File: src/rtl/sprite_rom_arbiter.sv
// Round-robin arbiter sharing one synchronous sprite/HUD ROM among N_REQ pixel fetchers.
// A tag pipeline matched to the ROM latency routes each returned word back to the requester that issued it.
module sprite_rom_arbiter #(
    parameter int N_REQ   = 3,
    parameter int ADDR_W  = 15,
    parameter int DATA_W  = 8,
    parameter int ROM_LAT = 1
) (
    input  logic                      clk,
    input  logic                      rst,
    input  logic                      hold,
    input  logic [N_REQ-1:0]          req,
    input  logic [N_REQ*ADDR_W-1:0]   addr,
    output logic [N_REQ-1:0]          gnt,
    output logic [N_REQ-1:0]          rvalid,
    output logic [DATA_W-1:0]         rdata,
    output logic                      rom_en,
    output logic [ADDR_W-1:0]         rom_addr,
    input  logic [DATA_W-1:0]         rom_q,
    output logic                      busy
);

    localparam int          PTR_W = (N_REQ > 1) ? $clog2(N_REQ) : 1;
    localparam int          DEPTH = ROM_LAT + 1;
    localparam int unsigned NR    = N_REQ;

    logic [PTR_W-1:0] ptr;
    logic [PTR_W-1:0] win_idx;
    logic             win_vld;
    logic [N_REQ-1:0] eligible;
    int unsigned      cand;

    logic [DEPTH-1:0] tag_v;
    logic [PTR_W-1:0] tag_id [DEPTH];

    // Reset also blocks arbitration so gnt reads 0 for the whole reset cycle.
    assign eligible = req & {N_REQ{~hold & ~rst}};

    always_comb begin
        win_vld = 1'b0;
        win_idx = '0;
        gnt     = '0;
        cand    = 0;
        for (int unsigned j = 0; j < NR; j++) begin
            cand = (32'(ptr) + j) % NR;
            if (!win_vld && eligible[cand]) begin
                win_vld   = 1'b1;
                win_idx   = PTR_W'(cand);
                gnt[cand] = 1'b1;
            end
        end
    end

    always_ff @(posedge clk) begin
        if (rst) begin
            ptr      <= '0;
            rom_en   <= 1'b0;
            rom_addr <= '0;
        end else begin
            rom_en <= win_vld;
            if (win_vld) begin
                ptr      <= (32'(win_idx) == NR - 1) ? '0 : win_idx + 1'b1;
                rom_addr <= addr[32'(win_idx)*ADDR_W +: ADDR_W];
            end
        end
    end

    // Entry 0 runs in parallel with rom_en; the last entry lines up with valid rom_q.
    always_ff @(posedge clk) begin
        if (rst) begin
            tag_v <= '0;
        end else begin
            tag_v <= {tag_v[DEPTH-2:0], win_vld};
        end
    end

    always_ff @(posedge clk) begin
        tag_id[0] <= win_idx;
        for (int unsigned i = 1; i < DEPTH; i++) begin
            tag_id[i] <= tag_id[i-1];
        end
    end

    always_ff @(posedge clk) begin
        if (rst) begin
            rvalid <= '0;
            rdata  <= '0;
        end else begin
            rvalid <= '0;
            if (tag_v[DEPTH-1]) begin
                rvalid[tag_id[DEPTH-1]] <= 1'b1;
                rdata                   <= rom_q;
            end
        end
    end

    assign busy = (|tag_v) | rom_en;

endmodule

File: config.mk
export PLATFORM = sky130hd
export DESIGN_NAME = sprite_rom_arbiter
export DESIGN_NICKNAME = d
export VERILOG_FILES = /design/src/rtl/sprite_rom_arbiter.sv
export SDC_FILE = /design/constraint.sdc
export NUM_CORES = 1
export LEC_CHECK = 0
export ABC_AREA = 1
export CAP_MARGIN = 20
export CORE_ASPECT_RATIO = 1.4
export CORE_MARGIN = 5
export CORE_UTILIZATION = 56
export DETAILED_ROUTE_END_ITERATION = 10
export DONT_BUFFER_PORTS = 1
export HOLD_SLACK_MARGIN = 0.05
export PLACE_DENSITY = 0.72
export SETUP_SLACK_MARGIN = 0.05
export SLEW_MARGIN = 10
export SYNTH_ARGS = -nofsm -noshare
export SYNTH_HDL_FRONTEND = slang
export SYNTH_SLANG_ARGS = --single-unit
File: constraint.sdc
create_clock -name clk -period 1.8 [get_ports clk]
set_input_delay 0.18 -clock clk [delete_from_list [all_inputs] [get_ports clk]]
set_output_delay 0.18 -clock clk [all_outputs]
set_load 0.1 [all_outputs]
# Yosys cells after proc, flatten, opt, wreduce, memory -nomap -nowiden
# Memory sizes are Yosys's and may differ from the RTL's.
# Cells that the tools add are included.
dict set report classes {
  addsub 3
  multipliers 1
  div 3
  order_cmp 8
  eq_ne 1
  shifts 1
  n_mux 24
  n_bitwise 8
  reduce_logical 10
}
# cell count
set op_table {}
lappend op_table {{32-bit by 1-bit greater-or-equal comparator with 1-bit output, second input constant} 3}
lappend op_table {{32-bit by 3-bit less-than comparator with 1-bit output, second input constant} 3}
lappend op_table {{32-bit by 2-bit modulo with 32-bit output, second input constant} 2}
lappend op_table {{45-bit by 7-bit variable part select with 15-bit output} 1}
lappend op_table {{2-bit by 2-bit modulo with 32-bit output, second input constant} 1}
lappend op_table {{1-bit two-way mux} 10}
lappend op_table {{3-bit two-way mux} 3}
lappend op_table {{1-bit demux with 2-bit select} 4}
lappend op_table {{2-bit two-way mux} 4}
lappend op_table {{1-bit binary-select mux with 2-bit select} 3}
lappend op_table {{1-bit logical AND} 6}
lappend op_table {{2-bit by 4-bit multiplier with 6-bit output, second input constant} 1}
lappend op_table {{3-bit bitwise OR} 2}
lappend op_table {{2-bit OR reduction} 2}
lappend op_table {{2-bit by 1-bit adder with 3-bit output, second input constant} 1}
lappend op_table {{2-bit by 2-bit adder with 3-bit output, second input constant} 1}
lappend op_table {{3-bit bitwise AND} 1}
lappend op_table {{2-bit by 3-bit less-than comparator with 1-bit output, second input constant} 1}
lappend op_table {{1-bit NOT} 3}
lappend op_table {{2-bit by 1-bit adder with 2-bit output, second input constant} 1}
lappend op_table {{2-bit == test, second input constant} 1}
lappend op_table {{2-bit by 1-bit greater-or-equal comparator with 1-bit output, second input constant} 1}
lappend op_table {{1-bit zero test} 2}
lappend op_table {{1-bit bitwise AND} 1}
lappend op_table {{1-bit bitwise OR} 1}
dict set report totals {
  reg_bits 31
  ram_bits 4
  in_bits 59
  out_inout_bits 31
  elab_cells 66
  mem_count 1
}
# memory words word_bits read_ports rd_ports_with_merged_regs wr line_no
set mem_list {}
lappend mem_list {tag_id 2 2 2 0 2 34} ;# logic [PTR_W-1:0] tag_id [DEPTH];

# Logic depth before layout (Yosys ltp)
dict set report depth {
  depth_word 14
  ltp_mapped 16
  mapped_depth_nobuf 14
}

# Worst setup path before layout
# Ideal clock, no wire load.
dict set report synth_path {
  path_type {reg-to-output}
  from {register ptr[0]}
  to {output gnt[1]}
  t_arrival_ns 3.321
  required_time_ns 1.620
  setup_slack_ns -1.701
  stages_incl_launch_ff 9
  n_path_buf 0
  path_cell_list {dfxtp_1 > inv_1 > ha_1 > inv_2 > nand3_1 > nand3_1 > nand2_2 > nand3_1 > o21ai_0}
}
dict set report synth_between {
  elab_chain_cells 10
  elab_cells_between_ends 37
  cone_classes {add/sub (2); div (3); order compare (6); mux (17); bitwise (2); reduce/logical (7)}
}
# element line_no
set synth_rtl {}
lappend synth_rtl {{start: declaration} 27} ;# logic [PTR_W-1:0] ptr;
lappend synth_rtl {{start signal: assignment} 62} ;# ptr <= (32'(win_idx) == NR - 1) ? '0 : win_idx + 1'b1;
lappend synth_rtl {{2-bit by 1-bit adder with 3-bit output / 2-bit by 2-bit modulo with 32-bit output (equally long branches)} 45} ;# cand = (32'(ptr) + j) % NR;
lappend synth_rtl {{32-bit by 2-bit modulo with 32-bit output, or another cell as far along} 45}
lappend synth_rtl {{32-bit by 1-bit greater-or-equal comparator with 1-bit output (not written as such), or another cell as far along} 49} ;# gnt[cand] = 1'b1;
lappend synth_rtl {{1-bit logical AND (not written as such), or another cell as far along} 49}
lappend synth_rtl {{1-bit two-way mux (not written as such), or another cell as far along} 49}
lappend synth_rtl {{1-bit demux with 2-bit select, or another cell as far along} 49}
lappend synth_rtl {{3-bit bitwise OR (no source line) / 1-bit two-way mux (equally long branches)} -}
lappend synth_rtl {{3-bit two-way mux / 1-bit zero test (equally long branches)} 46} ;# if (!win_vld && eligible[cand]) begin
lappend synth_rtl {{3-bit bitwise OR (no source line) / 1-bit logical AND (equally long branches)} -}
lappend synth_rtl {{3-bit two-way mux *} 46}
lappend synth_rtl {{end: declaration} 14} ;# output logic [N_REQ-1:0] gnt,
# Mark *: on every way between the ends. The rest lies on a longest branch, timed or not. The select of a mux whose other input is x is not followed.

# Worst setup path in the final report
dict set report layout_path {
  from {register ptr[0]}
  to {output gnt[0]}
}
# The elaborated chain is that of the path after synthesis.

==> results.sh <==
export IMPL_outcome="finished, violations left"
export IMPL_violations="setup timing"
export IMPL_stdcell_area_um2=2960
export IMPL_p_sw_share_pct=57.4
export IMPL_wl_per_cell_um=28.2
export IMPL_io_buffer_count=0
export IMPL_syn_avg_cell_area_um2=7.15
export IMPL_gp_congestion=0.856
export IMPL_dr_total_vias=2624
export IMPL_start_kind="flip-flop"
export IMPL_num_rows=24
export IMPL_hold_path_class="primary input to flip-flop"
export IMPL_critPathKind="flip-flop to output pin"
export IMPL_ys_ff_latch=34
export IMPL_final_max_slew_viol_count=0
export IMPL_vdd_drop_max_v=0.00208
export IMPL_drtIter0Drc=421
export IMPL_synth_cells=256
export IMPL_power_share_clock_pct=12.1
export IMPL_drive_above_1_share_pct=43.7
export IMPL_drt_first_pass_iters=8
export IMPL_drv_cap=0
export IMPL_finClkSkew_ns=0.00856
export IMPL_clkTransAtPathRegs_ns=0.09
export IMPL_critPathRequiredTime_ns=1.62
export IMPL_grt_antenna_before_repair=0
export IMPL_worst_pin_slew_ns=0.423
export IMPL_synthToLayoutAreaGrowth_pct=61.4
export IMPL_place_area_um2=2400
export IMPL_finalWorstSetupSlack_ns=-0.475
export IMPL_initial_utilization_pct=58.6
export IMPL_end_kind="output pin"
export IMPL_io_pins=90
export IMPL_netSwitchingPower_w=0.00429
export IMPL_finalSetupViolations=21
export IMPL_dieArea_um2=4530
export IMPL_cts_max_level=2
export IMPL_synth_top_cell_area_share_pct=37.2
export IMPL_fin_crit_ns=2.28
export IMPL_fmax_ghz=0.440
export IMPL_grt_pass1_wl_mm=11.0
export IMPL_grt_overflow_total=0
export IMPL_grt_pass1_vias=2253
export IMPL_worstPathArrival_ns=2.10
export IMPL_crit_fanout=4
export IMPL_power_density_nw_per_um2=2520
export IMPL_total_power_w=0.00746
export IMPL_synth_area_leaders="dfxtp_1 (37%), nand2_1 (15%), nand3_1 (6.6%), o21ai_0 (5.2%), a21oi_1 (4.4%)"
export IMPL_clk_latency_ns=0.31
export IMPL_dp_hpwl_mm=4.20
export IMPL_drc=0
export IMPL_clk_path_buf_depth=2
export IMPL_final_setup_tns_ns=-5.85
export IMPL_syn_nets=319
export IMPL_yosysTopAreaCell="dfxtp_1"
export IMPL_share_seq_of_total_power_pct=15.9
export IMPL_rsz0062_at_grt="true"
export IMPL_grt_max_degree=15
export IMPL_final_hold_viol_count=0
export IMPL_netlist_area_um2=1830
export IMPL_synth_distinct_cells=31
export IMPL_grt_usage_pct=32.0
export IMPL_clock_sinks=34
export IMPL_r2r_setup_slack_ns=-0.34
export IMPL_async_flop_share_pct=0
export IMPL_cts_root_buf="clkbuf_8"
export IMPL_synth_edf_count=0
export IMPL_p_leak_nw=1.37
export IMPL_die_w_um=58.3
export IMPL_maxSlewHeadroom_pct=71.8
export IMPL_nets=396
export IMPL_yosys_warnings=0
export IMPL_ys_seq_area_share_pct=37.2
export IMPL_p_comb_share_pct=72.0
export IMPL_ant_nets=0
export IMPL_finalCritPeriodShare_pct=126
export IMPL_n_antenna_cell=0
export IMPL_avgViaCountPerCell=7.03
export IMPL_core_region_area_um2=3120
export IMPL_die_h_um=77.7
export IMPL_p_int_w=0.00318
export IMPL_cts_buffers=5
export IMPL_synth_ff_type="dfxtp_1"
export IMPL_drt_total_wl_mm=10.5
export IMPL_cts_tree="built"
==> registers in the layout (all words and copies together), names as in the netlist <==
signal / cells
ptr: 2
tag_v: 2
rdata: 8
rvalid: 3
rom_addr: 15
tag_id: 4
==> placed cells by master, fill, tap and decap left out, types with 3 or more instances in the layout <==
master | Yosys | routed
inv_4 | 0 | 4
nor2_1 | 21 | 21
nand3_1 | 24 | 17
nand2_4 | 2 | 3
clkbuf_8 | 0 | 5
a21oi_2 | 4 | 13
a21oi_1 | 16 | 7
o21ai_1 | 4 | 4
buf_4 | 5 | 52
dfxtp_1 | 34 | 32
o211ai_1 | 3 | 3
o21ai_2 | 0 | 9
o21ai_0 | 19 | 9
dlygate4sd3_1 | 0 | 13
nand2_2 | 4 | 14
nand2_1 | 74 | 62
nand3_2 | 1 | 7
buf_12 | 0 | 6
inv_1 | 14 | 11
buf_6 | 4 | 10
==> layout make-up <==
type                    count  area, um^2
clock buffers               5        68.8
clock inverters             3        68.8
fillers                    91         168
inverters                  18        82.6
multi-input cells         192        1230
flip-flops and latches     34         688
well taps                  39        48.8
repair buffers             82         768
==> power by group through the flow <==
stage / logic (W) / clock network [W] / registers (W)
finish: 0.00537 / 0.000903 / 0.00119
global route: 0.00547 / 0.000934 / 0.00119
floorplan: 0.00183 / 0 / 0.00251
global placement: 0.00426 / 0 / 0.00113
CTS: 0.00458 / 0.000844 / 0.00113
detailed placement: 0.00433 / 0 / 0.00115
==> cell families (layout without fill, tap and decap cells) <==
| kind of cell | Yosys count | in the layout | share of synthesized area [%] |
|---|---|---|---|
| fa+ha+maj | 4 | 4 | 2.73 |
| buf+inv | 30 | 108 | 9.09 |
| flops | 34 | 34 | 37.2 |
| simple gates | 137 | 137 | 34.4 |
| compound gates | 51 | 51 | 16.6 |
==> what timing repair did <==
item,CTS,global route
hold endpoints to repair,13,1
hold buffers,12,1
setup endpoints to repair,20,22
pin swaps,8,6
setup buffers,5,1
resized for setup,21,38
cloned,1,0
==> per-stage QoR <==
step                utilization (%)  std cells  setup slack, ns  hold slack [ns]
global route                   94.6        373           -0.505           0.0555
global placement               76.8        345         -0.00902            0.255
detailed placement             76.8        345          -0.0965            0.263
CTS                            89.2        371           -0.226           0.0589
finish                         94.6        373           -0.475           0.0442
floorplan                         -        256           -0.377            0.252
==> cell usage after synthesis (all sizes together), types with 4 or more instances <==
master,instances
nand3,25
buf,9
o211ai,4
inv,16
nor2,24
dfxtp,34
o21ai,24
a21oi,20
nand2,80
ha,4
nor3,4
==> path summary, 6_finish.rpt <==
| check | from | to | depth (start not counted) |
|---|---|---|---|
| hold reg to reg | tag_id[0][1] | tag_id[0][3] | 0 |
| setup reg to reg | ptr[1] | rom_addr[8] | 15 |
| setup / recovery | ptr[0] | gnt[0] | 10 |
| hold / removal | addr[25] | rom_addr[10] | 2 |
==> critical path, stage by stage, from the launching register on <==
cell	delay (ns)
dfxtp_4	0.40
inv_4	0.06
ha_4	0.15
inv_1	0.15
nand2_1	0.12
nand3_1	0.14
nand2_2	0.10
buf_6	0.15
nand4_1	0.17
o221ai_4	0.14
buf_12	0.19
==> layer usage <==
metal  vias to the layer above  part of all wire [%]  global-route usage (%)
met2                       312                    47                    60.3
li1                        994                     -                       -
met1                      1190                    30                    31.0
met4                         0                    12                    14.2
met3                       128                    11                    8.80
met5                         -                     0                       0
Note: power is estimated with default switching activity, not from simulation.
